===== src/rtl/debug_mem_write_tracker_pkg.sv =====
// Shared debug package for the memory-write tracker and the UART debug unit.
// Holds the tracker FSM encoding, the store-address alignment constant and the
// default table depth / address width that both debug blocks agree on.
package debug_mem_write_tracker_pkg;

   localparam int unsigned DbgAddrWidth = 32;
   localparam int unsigned DbgDepth     = 16;

   // Number of low address bits cleared when word alignment is enabled.
   localparam int unsigned AlignBits = 2;

   typedef enum logic [1:0] {
      StRec  = 2'd0,
      StRead = 2'd1,
      StDone = 2'd2
   } trk_state_e;

endpackage


===== src/rtl/debug_mem_write_tracker_if.sv =====
// Bus between the pipeline/debug unit and the memory-write tracker.
//   i_clear      sync clear of the table and overflow flag
//   i_stop       pipeline stalled, stores ignored
//   i_mem_write  MEM_write bit of the EX/MEM latch
//   i_mem_addr   ALU_result of the EX/MEM latch
//   i_rd_start   pulse: start readout from entry 0
//   i_rd_next    consumer took o_rd_addr, advance
//   o_rd_valid / o_rd_addr / o_rd_last / o_rd_done   readout stream
//   o_count      number of unique entries held
//   o_overflow   sticky: a new address was dropped because the table was full
// Modport slave is the tracker side, master is the pipeline/debug-unit side.
interface debug_mem_write_tracker_if #(
   parameter int unsigned NB_ADDR = 32,
   parameter int unsigned DEPTH   = 16
);
   localparam int unsigned NB_IDX = $clog2(DEPTH);

   logic               i_clear;
   logic               i_stop;
   logic               i_mem_write;
   logic [NB_ADDR-1:0] i_mem_addr;
   logic               i_rd_start;
   logic               i_rd_next;
   logic               o_rd_valid;
   logic [NB_ADDR-1:0] o_rd_addr;
   logic               o_rd_last;
   logic               o_rd_done;
   logic [NB_IDX:0]    o_count;
   logic               o_overflow;

   modport master (
      output i_clear, i_stop, i_mem_write, i_mem_addr, i_rd_start, i_rd_next,
      input  o_rd_valid, o_rd_addr, o_rd_last, o_rd_done, o_count, o_overflow
   );

   modport slave (
      input  i_clear, i_stop, i_mem_write, i_mem_addr, i_rd_start, i_rd_next,
      output o_rd_valid, o_rd_addr, o_rd_last, o_rd_done, o_count, o_overflow
   );

endinterface


===== src/rtl/debug_mem_write_tracker_addr_cam.sv =====
// Address table with parallel match for the memory-write tracker.
//   i_clk, o_reset_pipeline  clock, async active-high reset
//   i_clear                  sync clear of all entries
//   i_wr_en/i_wr_idx/i_wr_addr  write one entry
//   i_cmp_addr               address to look up
//   i_count                  number of valid entries (0..DEPTH)
//   o_hit                    i_cmp_addr equals one of entries [0..i_count-1]
//   i_rd_idx / o_rd_addr     combinational read port
module debug_mem_write_tracker_addr_cam #(
   parameter int unsigned NB_ADDR = 32,
   parameter int unsigned DEPTH   = 16,
   parameter int unsigned NB_IDX  = $clog2(DEPTH)
) (
   input  logic               i_clk,
   input  logic               o_reset_pipeline,
   input  logic               i_clear,
   input  logic               i_wr_en,
   input  logic [NB_IDX-1:0]  i_wr_idx,
   input  logic [NB_ADDR-1:0] i_wr_addr,
   input  logic [NB_ADDR-1:0] i_cmp_addr,
   input  logic [NB_IDX:0]    i_count,
   output logic               o_hit,
   input  logic [NB_IDX-1:0]  i_rd_idx,
   output logic [NB_ADDR-1:0] o_rd_addr
);

   logic [NB_ADDR-1:0] entry_q [DEPTH];

   always_ff @(posedge i_clk or posedge o_reset_pipeline) begin
      if (o_reset_pipeline) begin
         for (int unsigned i = 0; i < DEPTH; i++) begin
            entry_q[i] <= '0;
         end
      end else if (i_clear) begin
         for (int unsigned i = 0; i < DEPTH; i++) begin
            entry_q[i] <= '0;
         end
      end else if (i_wr_en) begin
         entry_q[i_wr_idx] <= i_wr_addr;
      end
   end

   // Only entries below i_count take part; stale slots never match.
   always_comb begin
      o_hit = 1'b0;
      for (int unsigned i = 0; i < DEPTH; i++) begin
         if ((i < 32'(i_count)) && (entry_q[i] == i_cmp_addr)) begin
            o_hit = 1'b1;
         end
      end
   end

   assign o_rd_addr = entry_q[i_rd_idx];

endmodule


===== src/rtl/debug_mem_write_tracker.sv =====
// Tracks the unique data-memory word addresses stored by the pipeline so the
// UART debug unit can read back only the modified words.
//   i_clk             clock, rising edge
//   o_reset_pipeline  async active-high reset from the debug unit
//   bus (slave)       snoop inputs, readout handshake, count and overflow
// States: StRec records stores, StRead streams entries, StDone pulses o_rd_done.
// Entries survive a readout, so successive debug steps accumulate.
module debug_mem_write_tracker
   import debug_mem_write_tracker_pkg::*;
#(
   parameter int unsigned NB_ADDR    = DbgAddrWidth,
   parameter int unsigned DEPTH      = DbgDepth,
   parameter int unsigned WORD_ALIGN = 1
) (
   input  logic                       i_clk,
   input  logic                       o_reset_pipeline,
   debug_mem_write_tracker_if.slave   bus
);

   localparam int unsigned NB_IDX = $clog2(DEPTH);

   localparam logic [NB_IDX:0]    CountOne  = (NB_IDX+1)'(1);
   localparam logic [NB_IDX:0]    CountFull = (NB_IDX+1)'(DEPTH);
   localparam logic [NB_IDX-1:0]  PtrOne    = NB_IDX'(1);
   localparam logic [NB_ADDR-1:0] AlignMask =
      (WORD_ALIGN != 0) ? ~NB_ADDR'((1 << AlignBits) - 1) : '1;

   trk_state_e         state_q, state_d;
   logic [NB_IDX-1:0]  ptr_q, ptr_d;
   logic [NB_IDX:0]    count_q, count_d;
   logic               overflow_q, overflow_d;

   logic [NB_ADDR-1:0] aligned_addr;
   logic               cam_hit;
   logic               cam_wr;
   logic [NB_ADDR-1:0] cam_rd_addr;
   logic               rd_valid;
   logic               rd_last;

   assign aligned_addr = bus.i_mem_addr & AlignMask;

   debug_mem_write_tracker_addr_cam #(
      .NB_ADDR (NB_ADDR),
      .DEPTH   (DEPTH),
      .NB_IDX  (NB_IDX)
   ) u_addr_cam (
      .i_clk            (i_clk),
      .o_reset_pipeline (o_reset_pipeline),
      .i_clear          (bus.i_clear),
      .i_wr_en          (cam_wr),
      .i_wr_idx         (count_q[NB_IDX-1:0]),
      .i_wr_addr        (aligned_addr),
      .i_cmp_addr       (aligned_addr),
      .i_count          (count_q),
      .o_hit            (cam_hit),
      .i_rd_idx         (ptr_q),
      .o_rd_addr        (cam_rd_addr)
   );

   assign rd_valid = (state_q == StRead);
   assign rd_last  = rd_valid && ({1'b0, ptr_q} == (count_q - CountOne));

   always_comb begin
      state_d    = state_q;
      ptr_d      = ptr_q;
      count_d    = count_q;
      overflow_d = overflow_q;
      cam_wr     = 1'b0;

      if (bus.i_clear) begin
         state_d    = StRec;
         ptr_d      = '0;
         count_d    = '0;
         overflow_d = 1'b0;
      end else begin
         unique case (state_q)
            StRec: begin
               if (bus.i_mem_write && !bus.i_stop && !cam_hit) begin
                  if (count_q == CountFull) begin
                     overflow_d = 1'b1;
                  end else begin
                     cam_wr  = 1'b1;
                     count_d = count_q + CountOne;
                  end
               end
               // count_d already includes a same-cycle store.
               if (bus.i_rd_start) begin
                  ptr_d   = '0;
                  state_d = (count_d == '0) ? StDone : StRead;
               end
            end
            StRead: begin
               if (bus.i_rd_next) begin
                  if (rd_last) begin
                     state_d = StDone;
                  end else begin
                     ptr_d = ptr_q + PtrOne;
                  end
               end
            end
            StDone: begin
               state_d = StRec;
            end
            default: begin
               state_d = StRec;
            end
         endcase
      end
   end

   always_ff @(posedge i_clk or posedge o_reset_pipeline) begin
      if (o_reset_pipeline) begin
         state_q    <= StRec;
         ptr_q      <= '0;
         count_q    <= '0;
         overflow_q <= 1'b0;
      end else begin
         state_q    <= state_d;
         ptr_q      <= ptr_d;
         count_q    <= count_d;
         overflow_q <= overflow_d;
      end
   end

   assign bus.o_rd_valid = rd_valid;
   assign bus.o_rd_addr  = rd_valid ? cam_rd_addr : '0;
   assign bus.o_rd_last  = rd_last;
   assign bus.o_rd_done  = (state_q == StDone);
   assign bus.o_count    = count_q;
   assign bus.o_overflow = overflow_q;

endmodule


===== src/flat_wrapper.sv =====
// flat-port wrapper written by rule: the top's interface ports become plain ports
module debug_mem_write_tracker_flat import debug_mem_write_tracker_pkg::*;
#(
   parameter int unsigned NB_ADDR    = DbgAddrWidth,
   parameter int unsigned DEPTH      = DbgDepth,
   parameter int unsigned WORD_ALIGN = 1
)
  (i_clk, o_reset_pipeline, bus_i_clear, bus_i_stop, bus_i_mem_write, bus_i_mem_addr, bus_i_rd_start, bus_i_rd_next, bus_o_rd_valid, bus_o_rd_addr, bus_o_rd_last, bus_o_rd_done, bus_o_count, bus_o_overflow);
  debug_mem_write_tracker_if #(.NB_ADDR(NB_ADDR), .DEPTH(DEPTH)) bus_i ();
  input  logic i_clk;
  input  logic o_reset_pipeline;
  input wire logic [$bits(bus_i.i_clear)-1:0] bus_i_clear;
  input wire logic [$bits(bus_i.i_stop)-1:0] bus_i_stop;
  input wire logic [$bits(bus_i.i_mem_write)-1:0] bus_i_mem_write;
  input wire logic [$bits(bus_i.i_mem_addr)-1:0] bus_i_mem_addr;
  input wire logic [$bits(bus_i.i_rd_start)-1:0] bus_i_rd_start;
  input wire logic [$bits(bus_i.i_rd_next)-1:0] bus_i_rd_next;
  output wire logic [$bits(bus_i.o_rd_valid)-1:0] bus_o_rd_valid;
  output wire logic [$bits(bus_i.o_rd_addr)-1:0] bus_o_rd_addr;
  output wire logic [$bits(bus_i.o_rd_last)-1:0] bus_o_rd_last;
  output wire logic [$bits(bus_i.o_rd_done)-1:0] bus_o_rd_done;
  output wire logic [$bits(bus_i.o_count)-1:0] bus_o_count;
  output wire logic [$bits(bus_i.o_overflow)-1:0] bus_o_overflow;
  assign bus_i.i_clear = bus_i_clear;
  assign bus_i.i_stop = bus_i_stop;
  assign bus_i.i_mem_write = bus_i_mem_write;
  assign bus_i.i_mem_addr = bus_i_mem_addr;
  assign bus_i.i_rd_start = bus_i_rd_start;
  assign bus_i.i_rd_next = bus_i_rd_next;
  assign bus_o_rd_valid = bus_i.o_rd_valid;
  assign bus_o_rd_addr = bus_i.o_rd_addr;
  assign bus_o_rd_last = bus_i.o_rd_last;
  assign bus_o_rd_done = bus_i.o_rd_done;
  assign bus_o_count = bus_i.o_count;
  assign bus_o_overflow = bus_i.o_overflow;
  debug_mem_write_tracker #(.NB_ADDR(NB_ADDR), .DEPTH(DEPTH), .WORD_ALIGN(WORD_ALIGN)) u_core (.i_clk(i_clk), .o_reset_pipeline(o_reset_pipeline), .bus(bus_i));
endmodule

===== config.mk =====
export PLATFORM = sky130hd
export DESIGN_NAME = debug_mem_write_tracker_flat
export DESIGN_NICKNAME = d
export VERILOG_FILES = /design/src/rtl/debug_mem_write_tracker_pkg.sv /design/src/rtl/debug_mem_write_tracker_if.sv /design/src/rtl/debug_mem_write_tracker_addr_cam.sv /design/src/rtl/debug_mem_write_tracker.sv /design/src/flat_wrapper.sv
export SDC_FILE = /design/constraint.sdc
export NUM_CORES = 2
export LEC_CHECK = 0
export ABC_AREA = 1
export BUFFER_PORTS_ARGS = -buffer_cell sky130_fd_sc_hd__buf_2
export CAP_MARGIN = 10
export CORE_UTILIZATION = 40
export DETAILED_ROUTE_END_ITERATION = 8
export PLACE_DENSITY_LB_ADDON = 0.15
export RECOVER_POWER = 50
export SLEW_MARGIN = 20
export SYNTH_ARGS = -nofsm -noshare
export SYNTH_HDL_FRONTEND = slang
export SYNTH_SLANG_ARGS = --single-unit

===== constraint.sdc =====
create_clock -name i_clk -period 26.1 [get_ports i_clk]
set_input_delay 5.22 -clock i_clk [delete_from_list [all_inputs] [get_ports i_clk]]
set_output_delay 5.22 -clock i_clk [all_outputs]
set_load 0.01 [all_outputs]

# Yosys cells after proc, flatten, opt, wreduce, memory -nomap -nowiden
# Cells that the tools add are included.
[totals]
regBits = 524
latchBits = 0
ram_bits = 0
rom_bits = 0
input_bits = 39
output_inout_bits = 41
elab_cells = 150
memories = 0
[op_classes]
addsub = 3
multipliers = 0
n_div = 0
n_lt_le_gt_ge = 19
n_eq_ne = 24
n_shift = 0
n_mux = 50
bitwise_logic = 2
n_reduce_logical = 32
[ops]
columns = ["op", "count"]
rows = [
  ["512-bit two-way mux", 2],
  ["512-bit bitwise mux", 1],
  ["32-bit equality test", 16],
  ["32-bit binary-select mux with 4-bit select", 1],
  ["32-bit demux with 4-bit select", 1],
  ["32-bit two-way mux", 4],
  ["4-bit by 5-bit < comparator with 1-bit output, first input constant", 8],
  ["5-bit two-way mux", 6],
  ["1-bit two-way mux", 24],
  ["1-bit logical AND", 20],
  ["3-bit by 5-bit < comparator with 1-bit output, first input constant", 4],
  ["4-bit two-way mux", 4],
  ["3-bit != test, second input constant", 4],
  ["5-bit greater-or-equal comparator, second input constant", 2],
  ["1-bit by 5-bit < comparator with 1-bit output, first input constant", 2],
  ["2-bit by 5-bit < comparator with 1-bit output, first input constant", 2],
  ["2-bit two-way mux", 5],
  ["4-bit inverter with 5-bit output", 2],
  ["4-bit case mux with 2 select lines", 1],
  ["2-bit nonzero test", 4],
  ["3-bit AND reduction", 2],
  ["5-bit by 1-bit adder with 5-bit output, second input constant", 1],
  ["4-bit by 5-bit equality test with 1-bit output", 1],
  ["5-bit equality test, second input constant", 1],
  ["11 further kinds", 12],
]

# Logic depth before layout (Yosys ltp)
[depth]
word_depth = 28
depth_mapped = 24
ltp_nobuf = 21

# Modules after synthesis
# From an unflattened synthesis, not the netlist that was laid out.
[hier_totals]
cells_unflattened = 4403
area_unflattened_um2 = 31551.5
[by_module_without_submodules]
columns = ["module", "n_inst", "cells_each", "area_per_inst_um2", "seq_area_each_um2"]
rows = [
  ["debug_mem_write_tracker_addr_cam", 1, 4187, 30335.3, 12812.3],
  ["debug_mem_write_tracker", 1, 216, 1216.2, 300.3],
]

# Worst setup path before layout
# OpenSTA, ideal clock, no wires.
[synth_path]
path_kind = "input port to flip-flop"
startpoint = "input port bus_i_mem_addr[3]"
endpoint = "register u_core.u_addr_cam.entry_q[290] (netlist bit)"
setup_ps = 118
arrival_ps = 7217
required_ps = 25982
setup_slack_ps = 18765
stages = 24
n_path_buf = 6
cell_sequence = "buf_2 -> inv_2 -> buf_4 -> nand2_1 -> nand2_1 -> inv_1 -> nand2_1 -> nor2_1 -> nand2_1 -> nor2_1 -> nand2_1 -> nand2_1 -> nor2_1 -> nand2_1 -> nor2_2 -> nand2_4 -> nor3_4 -> buf_6 -> buf_6 -> nand2_2 -> buf_6 -> buf_6 -> nand3_1 -> nand2_1"
[synth_via]
elab_chain_len = 24
word_cells_on_any_way = 54
cone_classes = "eq/ne: 16; mux: 19; reduce/logical: 19"
[synth_rtl]
columns = ["item", "line", "rtl"]
rows = [
  ["start: declaration", "flat_wrapper.sv:15", "input wire logic [$bits(bus_i.i_mem_addr)-1:0] bus_i_mem_addr;"],
  ["32-bit equality test", "debug_mem_write_tracker_addr_cam.sv:47", "if ((i < 32'(i_count)) && (entry_q[i] == i_cmp_addr)) begin"],
  ["1-bit logical AND", "debug_mem_write_tracker_addr_cam.sv:47", ""],
  ["1-bit two-way mux (15 in a row)", "debug_mem_write_tracker_addr_cam.sv:47", ""],
  ["1-bit two-way mux (*)", "debug_mem_write_tracker_addr_cam.sv:47", ""],
  ["1-bit zero test (*)", "debug_mem_write_tracker.sv:78", "if (bus.i_mem_write && !bus.i_stop && !cam_hit) begin"],
  ["1-bit logical AND (*)", "debug_mem_write_tracker.sv:78", ""],
  ["1-bit two-way mux (*)", "debug_mem_write_tracker.sv:78", ""],
  ["1-bit two-way mux (*)", "debug_mem_write_tracker.sv:76", "unique case (state_q)"],
  ["1-bit two-way mux (*)", "debug_mem_write_tracker.sv:70", "if (bus.i_clear) begin"],
  ["2-bit nonzero test (no line) (*)", "--", ""],
  ["end signal: indexed assignment", "debug_mem_write_tracker_addr_cam.sv:39", "entry_q[i_wr_idx] <= i_wr_addr;"],
  ["end: declaration", "debug_mem_write_tracker_addr_cam.sv:27", "logic [NB_ADDR-1:0] entry_q [DEPTH];"],
]
# Every way passes the cells marked *; elsewhere a longest branch is shown, timed or not.
# A chain may end at the register's enable or synchronous reset.

==> results.cfg <==
[logic_synthesis]
yosysSeqAreaShare = 0.389
synthesis.area_um2 = 31600
synth.distinct_cells = 36
synth.avg_cell_area_um2 = 6.93
yosysWarnings = 0
synth-main-ff-cell = dfrtp_1
synth_edf_count = 0
yosys_register_bits = 492
synth_cells = 4564
synthArstFlopShare = 1.00

[setup_path]
max_stage_delay_ns = 6.08
critical_path.cell_chain = buf_2 > clkinvlp_2 > clkbuf_1 > buf_4 > clkbuf_1 > buf_16
critPathTopFamily = buffers and inverters
crit_path_start_kind = input port
crit_top_cell = clkbuf_1
critPathArrivalTime_ns = 16.88
reg2reg_slack_ns = 19.77
required_ns = 26.90
cp_num_buf_inv = 6
path_class = input port to async pin
critical_path.max_fanout = 145
end_kind = async pin
slowest_stage = clkbuf_1

[pwr]
p_per_area_nw_per_um2 = 68.3
irDropWorstVdd_mv = 0.0597
p_leak_nw = 14.8

[clock_tree]
clockBufferDepth = 3
root_buffer = clkbuf_16
cts_max_level = 2
clk_pin_slew_ns = 0.06
hold_buffers = 0
cts_buffers = 61
tritoncts = done
cts_resized = 0
post_cts_buffers = 0
clock_latency_ns = 0.66
clock_sinks = 492

[floorplan]
design.core.area_um2 = 77800
row_count = 102
dieWidth_um = 283
start_util = 0.406
die_y_um = 283
ios = 80
die-area_um2 = 80200

[run]
maxCapViolCount = 5

[status]
violations = max-capacitance violations, max-slew violations
outcome = complete, but fails checks

[detailed_routing]
dr.pass1.iters = 6
routed_wl_um = 174000
wl_per_cell_um = 31.5
ant_nets = 0
routed_via_density = 6.21
num_vias = 34200
drc = 0
dr.first_iter.drc_count = 5544

[hold_path]
hold_path.class = register to register

[sta]
rsz0062_at_grt = no
tightest_slew_ns = 8.66
period_share = 0.616
finalSetupViolations = 0
period_minus_slack_ns = 16.08
slew_headroom = -4.77
fin_skew_ns = 0.0313
finalHoldViolations = 0
clock.fmax_ghz = 0.0622
tns_ns = 0
slew_viol_final = 389

[global_routing]
antenna_found_initial = 7
grt-ovfl-total = 0
grt_max_degree = 198
grt_pass1_vias = 30900
track_usage = 0.422
grt_first_pass_wirelength_um = 241000

[finish]
final_cells = 5511
drive_gt1_frac = 0.0701
synthToLayoutAreaGrowth_pct = 8.73
fin_nets = 4455

[placed_design]
post-dp-hpwl_um = 114000
io_buffers = 75
routabilityCongestion = 1.03
dp_cells = 5386
## cell families (layout without fill, tap and decap cells)
kind of cell / after synthesis / in the layout / synth area share
buf+inv: 827 / 724 / 0.111
other cells: 1 / 11 / 0.000119
flops: 492 / 492 / 0.389
xor+xnor: 215 / 215 / 0.0595
simple gates: 2106 / 2106 / 0.288
fa+ha+maj: 6 / 6 / 0.00237
compound gates: 917 / 917 / 0.149
## Yosys cell counts (35+ instances only)
| cell | number | share of area |
|---|---|---|
| a21oi_1 | 241 | 0.038 |
| buf_2 | 77 | 0.012 |
| buf_4 | 67 | 0.016 |
| clkbuf_1 | 175 | 0.021 |
| dfrtp_1 | 492 | 0.39 |
| inv_1 | 435 | 0.052 |
| nand2_1 | 981 | 0.12 |
| nand3_1 | 760 | 0.12 |
| nand4_1 | 72 | 0.014 |
| nor2_1 | 263 | 0.031 |
| o211ai_1 | 35 | 0.0083 |
| o21ai_0 | 584 | 0.092 |
| xnor2_1 | 158 | 0.044 |
| xor2_1 | 57 | 0.016 |
## tightest hold or removal path: cells and delay by family (launching register included)
kind	cells	cell delay, ns
compound gates	1	0.05
simple gates	1	0.08
flops	1	0.35
## path summary, 6_finish.rpt
check	startpoint	to	cells past startpoint
worst max-delay path	o_reset_pipeline	u_core.u_addr_cam.entry_q[340]$_DFFE_PP0P_	6
worst min-delay path	u_core.bus.o_overflow$_DFFE_PP0P_	u_core.bus.o_overflow$_DFFE_PP0P_	2
worst max register to register	u_core.bus.o_count[3]$_DFFE_PP0P_	u_core.u_addr_cam.entry_q[123]$_DFFE_PP0P_	17
worst min register to register	u_core.bus.o_overflow$_DFFE_PP0P_	u_core.bus.o_overflow$_DFFE_PP0P_	2
max in group i_clk	bus_i_mem_addr[2]	u_core.u_addr_cam.entry_q[123]$_DFFE_PP0P_	16
min in group asynchronous	o_reset_pipeline	u_core.u_addr_cam.entry_q[329]$_DFFE_PP0P_	2
## state kept, by name (all words and copies together), names as in the netlist
register	flops
u_core.bus.o_count	5
u_core.bus.o_overflow	1
u_core.ptr_q	4
u_core.state_q	2
u_core.u_addr_cam.entry_q	480
## layout by cell type, fill, tap and decap left out, drive strengths merged, types with 2 or more instances in the layout
cell and n:
a21oi 241, buf 130, bufinv 3, clkbuf 112
clkinv 16, conb 2, dfrtp 492, diode 9
ha 6, inv 462, nand2 992, nand3 760
nand4 72, nor2 267, nor3 11, nor3b 2
o211ai 35, o21ai 610, o22ai 27, xnor2 158
xor2 57
## layer usage
| metal | wire, µm | GRT usage | share of wire |
|---|---|---|---|
| met1 | 67900 | 0.571 | 0.39 |
| met2 | 70600 | 0.590 | 0.41 |
| met3 | 22300 | 0.120 | 0.13 |
| met4 | 12600 | 0.264 | 0.073 |
| met5 | 34 | 0 | 0.00020 |
## metrics by stage
stage | cell area, µm² | power (mW) | setup WS, ns | utilization | hold WS, ns
floorplan | 31600 | 1.17 | 7.15 | - | 0.493
global placement | 32300 | 1.42 | 15.12 | 0.415 | 0.490
finish | 34400 | 2.35 | 10.02 | 0.442 | 0.516
CTS | 34400 | 2.31 | 15.76 | 0.442 | 0.518
detailed placement | 32300 | 1.42 | 15.11 | 0.415 | 0.505
global route | 34400 | 2.40 | 8.29 | 0.441 | 0.557
## power by group
part / switching [mW] / internal, mW / leakage (nW) / total (mW)
clock network: 0.378 / 0.533 / 1.06 / 0.911
registers: 0.0249 / 0.777 / 6.86 / 0.802
logic: 0.498 / 0.135 / 6.90 / 0.634
total: 0.901 / 1.45 / 14.8 / 2.35
## final cells by class
| cell class | count | area [µm²] |
|---|---|---|
| fillers | 8295 | 43500 |
| multi-input cells | 3246 | 16000 |
| flip-flops and latches | 492 | 12300 |
| clock buffers | 97 | 1930 |
| inverters | 464 | 1760 |
| well taps | 1040 | 1300 |
| repair buffers | 145 | 927 |
| clock inverters | 18 | 169 |
| diodes | 9 | 22.5 |
Note: power is estimated with default switching activity, not from simulation.
